### src/rtl/perceptron_pkg.sv
// Shared types and constants for the perceptron branch predictor: weight table,
// lookup path and trainer all use these definitions.
package perceptron_pkg;

  localparam int N     = 62;   // weights per perceptron, index 0 is the bias
  localparam int WIDTH = 8;
  localparam int INDEX = 6;
  localparam int SUM_W = 16;
  localparam int THETA = 131;  // floor(1.93*(N-1)+14)

  typedef logic signed [WIDTH-1:0] weight_t;
  typedef weight_t     [N-1:0]     row_t;
  typedef logic signed [SUM_W-1:0] sum_t;
  typedef logic        [N-2:0]     hist_t;
  typedef logic        [INDEX-1:0] idx_t;

  typedef enum logic [1:0] {IDLE, READ, EVAL, WRITE} trainer_state_t;

  localparam weight_t W_MAX = weight_t'((2 ** (WIDTH - 1)) - 1);
  localparam weight_t W_MIN = weight_t'(-(2 ** (WIDTH - 1)));

  // Move a weight one step toward the target sign, sticking at the rails.
  function automatic weight_t sat_step(weight_t w, logic inc);
    if (inc) return (w == W_MAX) ? w : w + weight_t'(1);
    return (w == W_MIN) ? w : w - weight_t'(1);
  endfunction

endpackage

### src/rtl/perceptron_trainer_if.sv
// Trainer bus: resolved-branch handshake plus the weight table read/update ports.
interface perceptron_trainer_if;
  import perceptron_pkg::*;

  logic  res_valid;
  logic  res_ready;
  idx_t  res_idx;
  hist_t res_hist;
  logic  res_taken;
  idx_t  rd_idx;
  row_t  rd_weights;
  logic  wr_en;
  idx_t  wr_idx;
  row_t  wr_weights;

  modport master (
    output res_valid, res_idx, res_hist, res_taken, rd_weights,
    input  res_ready, rd_idx, wr_en, wr_idx, wr_weights
  );

  modport slave (
    input  res_valid, res_idx, res_hist, res_taken, rd_weights,
    output res_ready, rd_idx, wr_en, wr_idx, wr_weights
  );

endinterface

### src/rtl/perceptron_dot.sv
// Combinational perceptron output y = sum(w_j * x_j) with x_j = +/-1, shared by
// the lookup path and the trainer.
module perceptron_dot
  import perceptron_pkg::*;
(
  input  row_t  row_i,
  input  hist_t hist_i,
  input  logic  bias_i,
  output sum_t  y_o
);

  sum_t acc;

  // NOTE: blocking assignments here are intentional; each loop iteration must
  // see the accumulator value left by the previous one.
  always_comb begin
    acc = bias_i ? sum_t'(row_i[0]) : -sum_t'(row_i[0]);
    for (int j = 1; j < N; j++) begin
      acc = hist_i[j-1] ? acc + sum_t'(row_i[j]) : acc - sum_t'(row_i[j]);
    end
  end

  assign y_o = acc;

endmodule

### src/rtl/perceptron_trainer.sv
// Write-side training engine: reads a row, recomputes y, and writes back a
// saturated +/-1 adjusted row when the prediction was wrong or not confident.
module perceptron_trainer
  import perceptron_pkg::*;
(
  input  logic                 clk,
  input  logic                 rst_n,
  perceptron_trainer_if.slave  bus,
  output logic [31:0]          train_cnt,
  output logic [31:0]          skip_cnt
);

  trainer_state_t state_q, state_d;

  idx_t        idx_q;
  hist_t       hist_q;
  logic        taken_q;
  row_t        row_q;
  idx_t        wr_idx_q;
  row_t        wr_weights_q;
  logic [31:0] train_cnt_q;
  logic [31:0] skip_cnt_q;

  sum_t y;
  sum_t abs_y;
  logic predicted;
  logic train;
  row_t new_row;

  perceptron_dot u_dot (
    .row_i  (row_q),
    .hist_i (hist_q),
    .bias_i (1'b1),
    .y_o    (y)
  );

  // Train on a mispredict or whenever |y| sits inside the confidence margin.
  always_comb begin
    predicted = ~y[SUM_W-1];
    abs_y     = y[SUM_W-1] ? -y : y;
    train     = (predicted != taken_q) || (abs_y <= sum_t'(THETA));
    new_row[0] = sat_step(row_q[0], taken_q);
    for (int j = 1; j < N; j++) begin
      new_row[j] = sat_step(row_q[j], taken_q == hist_q[j-1]);
    end
  end

  always_ff @(posedge clk) begin
    if (!rst_n) state_q <= IDLE;
    else        state_q <= state_d;
  end

  // NOTE: state_d takes a default before the case so no path leaves it
  // unassigned, which would otherwise infer a latch.
  always_comb begin
    state_d = state_q;
    case (state_q)
      IDLE:    if (bus.res_valid) state_d = READ;
      READ:    state_d = EVAL;
      EVAL:    state_d = train ? WRITE : IDLE;
      WRITE:   state_d = IDLE;
      default: state_d = IDLE;
    endcase
  end

  always_comb begin
    bus.res_ready = (state_q == IDLE);
    bus.wr_en     = (state_q == WRITE);
  end

  // NOTE: row_q is a single capture register rather than a memory array, so it
  // is reset along with the rest of the captured event.
  always_ff @(posedge clk) begin
    if (!rst_n) begin
      idx_q        <= '0;
      hist_q       <= '0;
      taken_q      <= 1'b0;
      row_q        <= '0;
      wr_idx_q     <= '0;
      wr_weights_q <= '0;
      train_cnt_q  <= '0;
      skip_cnt_q   <= '0;
    end else begin
      case (state_q)
        IDLE: begin
          if (bus.res_valid) begin
            idx_q   <= bus.res_idx;
            hist_q  <= bus.res_hist;
            taken_q <= bus.res_taken;
          end
        end
        READ: row_q <= bus.rd_weights;
        EVAL: begin
          if (train) begin
            wr_idx_q     <= idx_q;
            wr_weights_q <= new_row;
          end else begin
            skip_cnt_q <= skip_cnt_q + 32'd1;
          end
        end
        WRITE:   train_cnt_q <= train_cnt_q + 32'd1;
        default: ;
      endcase
    end
  end

  assign bus.rd_idx     = idx_q;
  assign bus.wr_idx     = wr_idx_q;
  assign bus.wr_weights = wr_weights_q;
  assign train_cnt      = train_cnt_q;
  assign skip_cnt       = skip_cnt_q;

endmodule
### src/flat_wrapper.sv
// flat-port wrapper written by rule: the top's interface ports become plain ports
module perceptron_trainer_flat import perceptron_pkg::*;
  (clk, rst_n, train_cnt, skip_cnt, bus_res_valid, bus_res_idx, bus_res_hist, bus_res_taken, bus_rd_weights, bus_res_ready, bus_rd_idx, bus_wr_en, bus_wr_idx, bus_wr_weights);
  perceptron_trainer_if bus_i ();
  input  logic clk;
  input  logic rst_n;
  output logic [31:0] train_cnt;
  output logic [31:0] skip_cnt;
  input wire logic [$bits(bus_i.res_valid)-1:0] bus_res_valid;
  input wire logic [$bits(bus_i.res_idx)-1:0] bus_res_idx;
  input wire logic [$bits(bus_i.res_hist)-1:0] bus_res_hist;
  input wire logic [$bits(bus_i.res_taken)-1:0] bus_res_taken;
  input wire logic [$bits(bus_i.rd_weights)-1:0] bus_rd_weights;
  output wire logic [$bits(bus_i.res_ready)-1:0] bus_res_ready;
  output wire logic [$bits(bus_i.rd_idx)-1:0] bus_rd_idx;
  output wire logic [$bits(bus_i.wr_en)-1:0] bus_wr_en;
  output wire logic [$bits(bus_i.wr_idx)-1:0] bus_wr_idx;
  output wire logic [$bits(bus_i.wr_weights)-1:0] bus_wr_weights;
  assign bus_i.res_valid = bus_res_valid;
  assign bus_i.res_idx = bus_res_idx;
  assign bus_i.res_hist = bus_res_hist;
  assign bus_i.res_taken = bus_res_taken;
  assign bus_i.rd_weights = bus_rd_weights;
  assign bus_res_ready = bus_i.res_ready;
  assign bus_rd_idx = bus_i.rd_idx;
  assign bus_wr_en = bus_i.wr_en;
  assign bus_wr_idx = bus_i.wr_idx;
  assign bus_wr_weights = bus_i.wr_weights;
  perceptron_trainer u_core (.clk(clk), .rst_n(rst_n), .bus(bus_i), .train_cnt(train_cnt), .skip_cnt(skip_cnt));
endmodule
### config.mk
export PLATFORM = sky130hd
export DESIGN_NAME = perceptron_trainer_flat
export DESIGN_NICKNAME = d
export VERILOG_FILES = /design/src/rtl/perceptron_pkg.sv /design/src/rtl/perceptron_trainer_if.sv /design/src/rtl/perceptron_dot.sv /design/src/rtl/perceptron_trainer.sv /design/src/flat_wrapper.sv
export SDC_FILE = /design/constraint.sdc
export NUM_CORES = 2
export LEC_CHECK = 0
export ABC_AREA = 0
export ABC_CLOCK_PERIOD_IN_PS = 40700
export CAP_MARGIN = 10
export CORE_ASPECT_RATIO = 0.75
export CORE_UTILIZATION = 25
export CTS_CLUSTER_DIAMETER = 150
export DETAILED_ROUTE_END_ITERATION = 16
export PLACE_DENSITY = 0.44
export SYNTH_ARGS = -nofsm -noshare
export SYNTH_HDL_FRONTEND = slang
export SYNTH_SLANG_ARGS = --single-unit
export TNS_END_PERCENT = 20
### constraint.sdc
create_clock -name clk -period 40.7 [get_ports clk]
set_input_delay 6.105 -clock clk [delete_from_list [all_inputs] [get_ports clk]]
set_output_delay 6.105 -clock clk [all_outputs]
set_load 0.01 [all_outputs]
==> reports/metrics.csv <==
stage,metric,value,unit
grt,first-pass GRT wire length,694000,um
floorplan,CORE AREA,424000,um2
worst_setup_path,critical path class,flip-flop to flip-flop,
clocking,CTS Hold Bufs,0,
synthesis,synthesized area per cell,7.12,um2
finish,layout cells sized above 1,18.9,%
clocking,total CTS buffers,147,
worst_setup_path,Critical Path End Type,flip-flop,
floorplan,die width,755,um
status,violated checks,setup timing,
synthesis,Synth Net Count,16700,
sta,final setup violation count,529,
grt,largest net degree at the start of global routing,199,
synthesis,Synth top area share,21.3,%
detailed_routing,Via-to-Cell Ratio,4.86,
sta,worst slew pin tran,1.26,ns
placement,IO buf count,1140,
synthesis,ys flop type,dfxtp_1,
sta,slew margin rel.,15.5,%
floorplan,die area,428000,um2
synthesis,Post-synth EDFFs,0,
min_path,Worst Hold Class,flip-flop to flip-flop,
synthesis,Cells after Synth,14900,
run,Max Cap Viol,0,
worst_setup_path,largest fanout on the critical path,8,
grt,GRT Util Overall,21.1,%
synthesis,register area share after synthesis,21.3,%
synthesis,Ys Warns,0,
detailed_routing,remaining antenna violation count,0,
clocking,CTS tree,yes,
synthesis,"Cell Area, Synth",106000,um2
floorplan,Ports,1141,
finish,final-layout fill cell count,45000,
floorplan,row cnt,207,
grt,number of global-route vias before repair,106000,
sta,fin crit period,41.22,ns
synthesis,Synth Register Bits,1132,
sta,final worst slack,-0.521,ns
detailed_routing,DRC Markers,0,
clocking,clk slew on worst S/H paths,0.06,ns
detailed_routing,WL/cell,20.6,um
detailed_routing,drt first pass iters,6,
synthesis,largest cells by area after synthesis,"dfxtp_1 21%, ha_1 13%, nand2_1 9.8%",
placement,Routability Congestion,0.937,
clocking,Worst-Skew Late Latency,0.89,ns
synthesis,Yosys cell types,87,
clocking,clock root cell,clkbuf_16,
worst_setup_path,critical path's slowest cell,fa_2,
sta,clk_skew,0.0833,ns
grt,initial antenna violation count,60,
sta,Slew Limit Fails,0,
worst_setup_path,worst stage delay on the critical path,0.72,ns
clocking,H-tree Lvls,4,
sta,"Hold Vio Cnt, Final",0,
placement,Post-DP HPWL,378000,um
synthesis,post-synthesis async set-or-reset flop share,0,%
worst_setup_path,crit path launch type,flip-flop,
worst_setup_path,Worst Path Arrival,41.90,ns
placement,pre-CTS setup slack,-3.90,ns
worst_setup_path,worst path required time,41.38,ns
floorplan,chip height,567,um
sta,fmax,24.3,MHz
sta,Final Cycle Share,101,%
detailed_routing,DRT iter0 DRCs,8170,
clocking,CTS Buffer Depth,4,
clocking,clock sinks,1132,
detailed_routing,Post-Route WL,478000,um
grt,GRT overflow,0,
status,status,"finished, violations left",
floorplan,starting density of the core,25.1,%
finish,nets,19200,
worst_setup_path,most frequent CP cell,buf_4,
synthesis,Synth area leader,dfxtp_1,
detailed_routing,vias,113000,
sta,unrepaired setup endpoints after global routing,true,
finish,Area Growth Syn to Fin,42.0,%
==> layout by cell type, fill, tap and decap left out, types with 111 or more instances in the layout <==
master | Yosys | final
nand2_1 | 2780 | 2742
buf_4 | 13 | 1898
a21oi_1 | 1907 | 1769
clkdlybuf4s50_1 | 0 | 1139
dfxtp_1 | 1132 | 1129
ha_1 | 1096 | 884
o21ai_0 | 1004 | 868
nor2_1 | 874 | 834
inv_1 | 765 | 737
xnor2_1 | 790 | 634
xor2_1 | 709 | 596
a21o_1 | 363 | 360
nand3_1 | 331 | 323
nor3_1 | 289 | 272
nand2b_1 | 208 | 206
mux2i_1 | 208 | 204
ha_4 | 0 | 194
clkbuf_16 | 0 | 154
or3_1 | 128 | 126
o22ai_1 | 127 | 124
a21oi_2 | 0 | 120
xnor2_2 | 0 | 119
nand4_1 | 111 | 111
==> per-stage QoR <==
step	setup TNS (ns)	hold slack, ns	cell area (um2)	std cells	utilization (%)
6_report	-178.57	0.449	151000	23200	35.6
3_5_place_dp	-2002.89	0.444	135000	22700	31.9
3_3_place_gp	-1814.35	0.438	135000	22700	31.9
4_1_cts	-305.19	0.452	145000	23100	34.3
2_1_floorplan	0	0.450	106000	14900	-
5_1_grt	-879.76	0.468	151000	23200	35.6
==> area by class of cell <==
type	count	area [um2]	area share, %
Tap cell	5643	7060	4.67
Multi-Input combinational cell	12300	85500	56.6
Sequential cell	1132	22700	15.0
Antenna cell	15	37.5	0.0249
Inverter	766	2890	1.91
Clock inverter	68	921	0.610
Clock buffer	191	4070	2.70
Timing Repair Buffer	3163	27900	18.5
==> synth_stat cells, types with 21 or more instances <==
| master | instances |
|---|---|
| nand2_1 | 2780 |
| a21oi_1 | 1907 |
| dfxtp_1 | 1132 |
| ha_1 | 1096 |
| o21ai_0 | 1004 |
| nor2_1 | 874 |
| xnor2_1 | 790 |
| inv_1 | 765 |
| xor2_1 | 709 |
| clkbuf_1 | 686 |
| a21o_1 | 363 |
| nand3_1 | 331 |
| nor3_1 | 289 |
| mux2i_1 | 208 |
| nand2b_1 | 208 |
| or3_1 | 128 |
| o22ai_1 | 127 |
| nor2b_1 | 115 |
| nand4_1 | 111 |
| and3_1 | 91 |
| o211ai_1 | 91 |
| a211oi_1 | 89 |
| o21a_1 | 84 |
| fa_1 | 61 |
| nor4_1 | 61 |
| o21bai_1 | 50 |
| a31oi_1 | 49 |
| buf_2 | 49 |
| and2_1 | 40 |
| or2_2 | 35 |
| buf_1 | 34 |
| a221oi_1 | 32 |
| or2_0 | 32 |
| o31ai_1 | 31 |
| a22oi_1 | 29 |
| a41oi_1 | 29 |
| nor3b_1 | 28 |
| o2111ai_1 | 28 |
| a311oi_1 | 26 |
| and4_1 | 22 |
| o311ai_1 | 21 |
| xnor3_1 | 21 |
==> state kept, by name (all words and copies together) (netlist names) <==
name,cells
u_core.hist_q,61
u_core.taken_q,1
u_core.bus.wr_idx,6
u_core.bus.wr_weights,496
u_core.skip_cnt,32
u_core.state_q,2
u_core.row_q,496
u_core.bus.rd_idx,6
u_core.train_cnt,32
==> metal layers <==
metal  GRT usage (%)  routed length, um  up-vias
met5               0                209        -
met4            4.18               9590       32
met3            2.91              22500      397
met2            32.1             204000     2603
met1            31.3             241000    53200
li1                -                  -    56800
==> repair_timing <==
item / in CTS / in global routing
gates cloned: 12 / 7
hold endpoints to repair: 0 / 0
pin swaps: 406 / 565
setup buffers: 178 / 103
gates resized for setup: 609 / 820
setup endpoints to repair: 536 / 536
==> logic make-up after synthesis <==
family / synth area share [%]
AND/OR/NAND/NOR: 21.3
AO/OA/AOI/OAI: 22.9
buffers and inverters: 5.57
XOR/XNOR: 12.8
adder cells (fa/ha/maj): 14.0
flip-flops: 21.3
multiplexers: 2.00
==> path summary, 6_finish.rpt <==
check | depth (start not counted) | to | slack (ns) | start
worst max-delay path | 170 | u_core.bus.wr_weights[134] | -0.52 | u_core.row_q[9]
worst min-delay path | 2 | u_core.bus.wr_weights[56] | 0.45 | u_core.bus.wr_weights[56]
worst max register to register | 170 | u_core.bus.wr_weights[134] | -0.52 | u_core.row_q[9]
worst min register to register | 2 | u_core.bus.wr_weights[56] | 0.45 | u_core.bus.wr_weights[56]
==> worst max-delay path, delay by kind of cell, from the launching register on <==
| kind | cells | cell delay, ns |
|---|---|---|
| compound gates | 24 | 4.10 |
| xor+xnor | 22 | 4.59 |
| fa+ha+maj | 55 | 23.12 |
| buf+inv | 48 | 5.82 |
| flops | 1 | 0.33 |
| mux | 1 | 0.30 |
| simple gates | 20 | 2.63 |
Power is not shown: default switching activity piles up to over one toggle a cycle in this logic, so the estimate is an artifact.
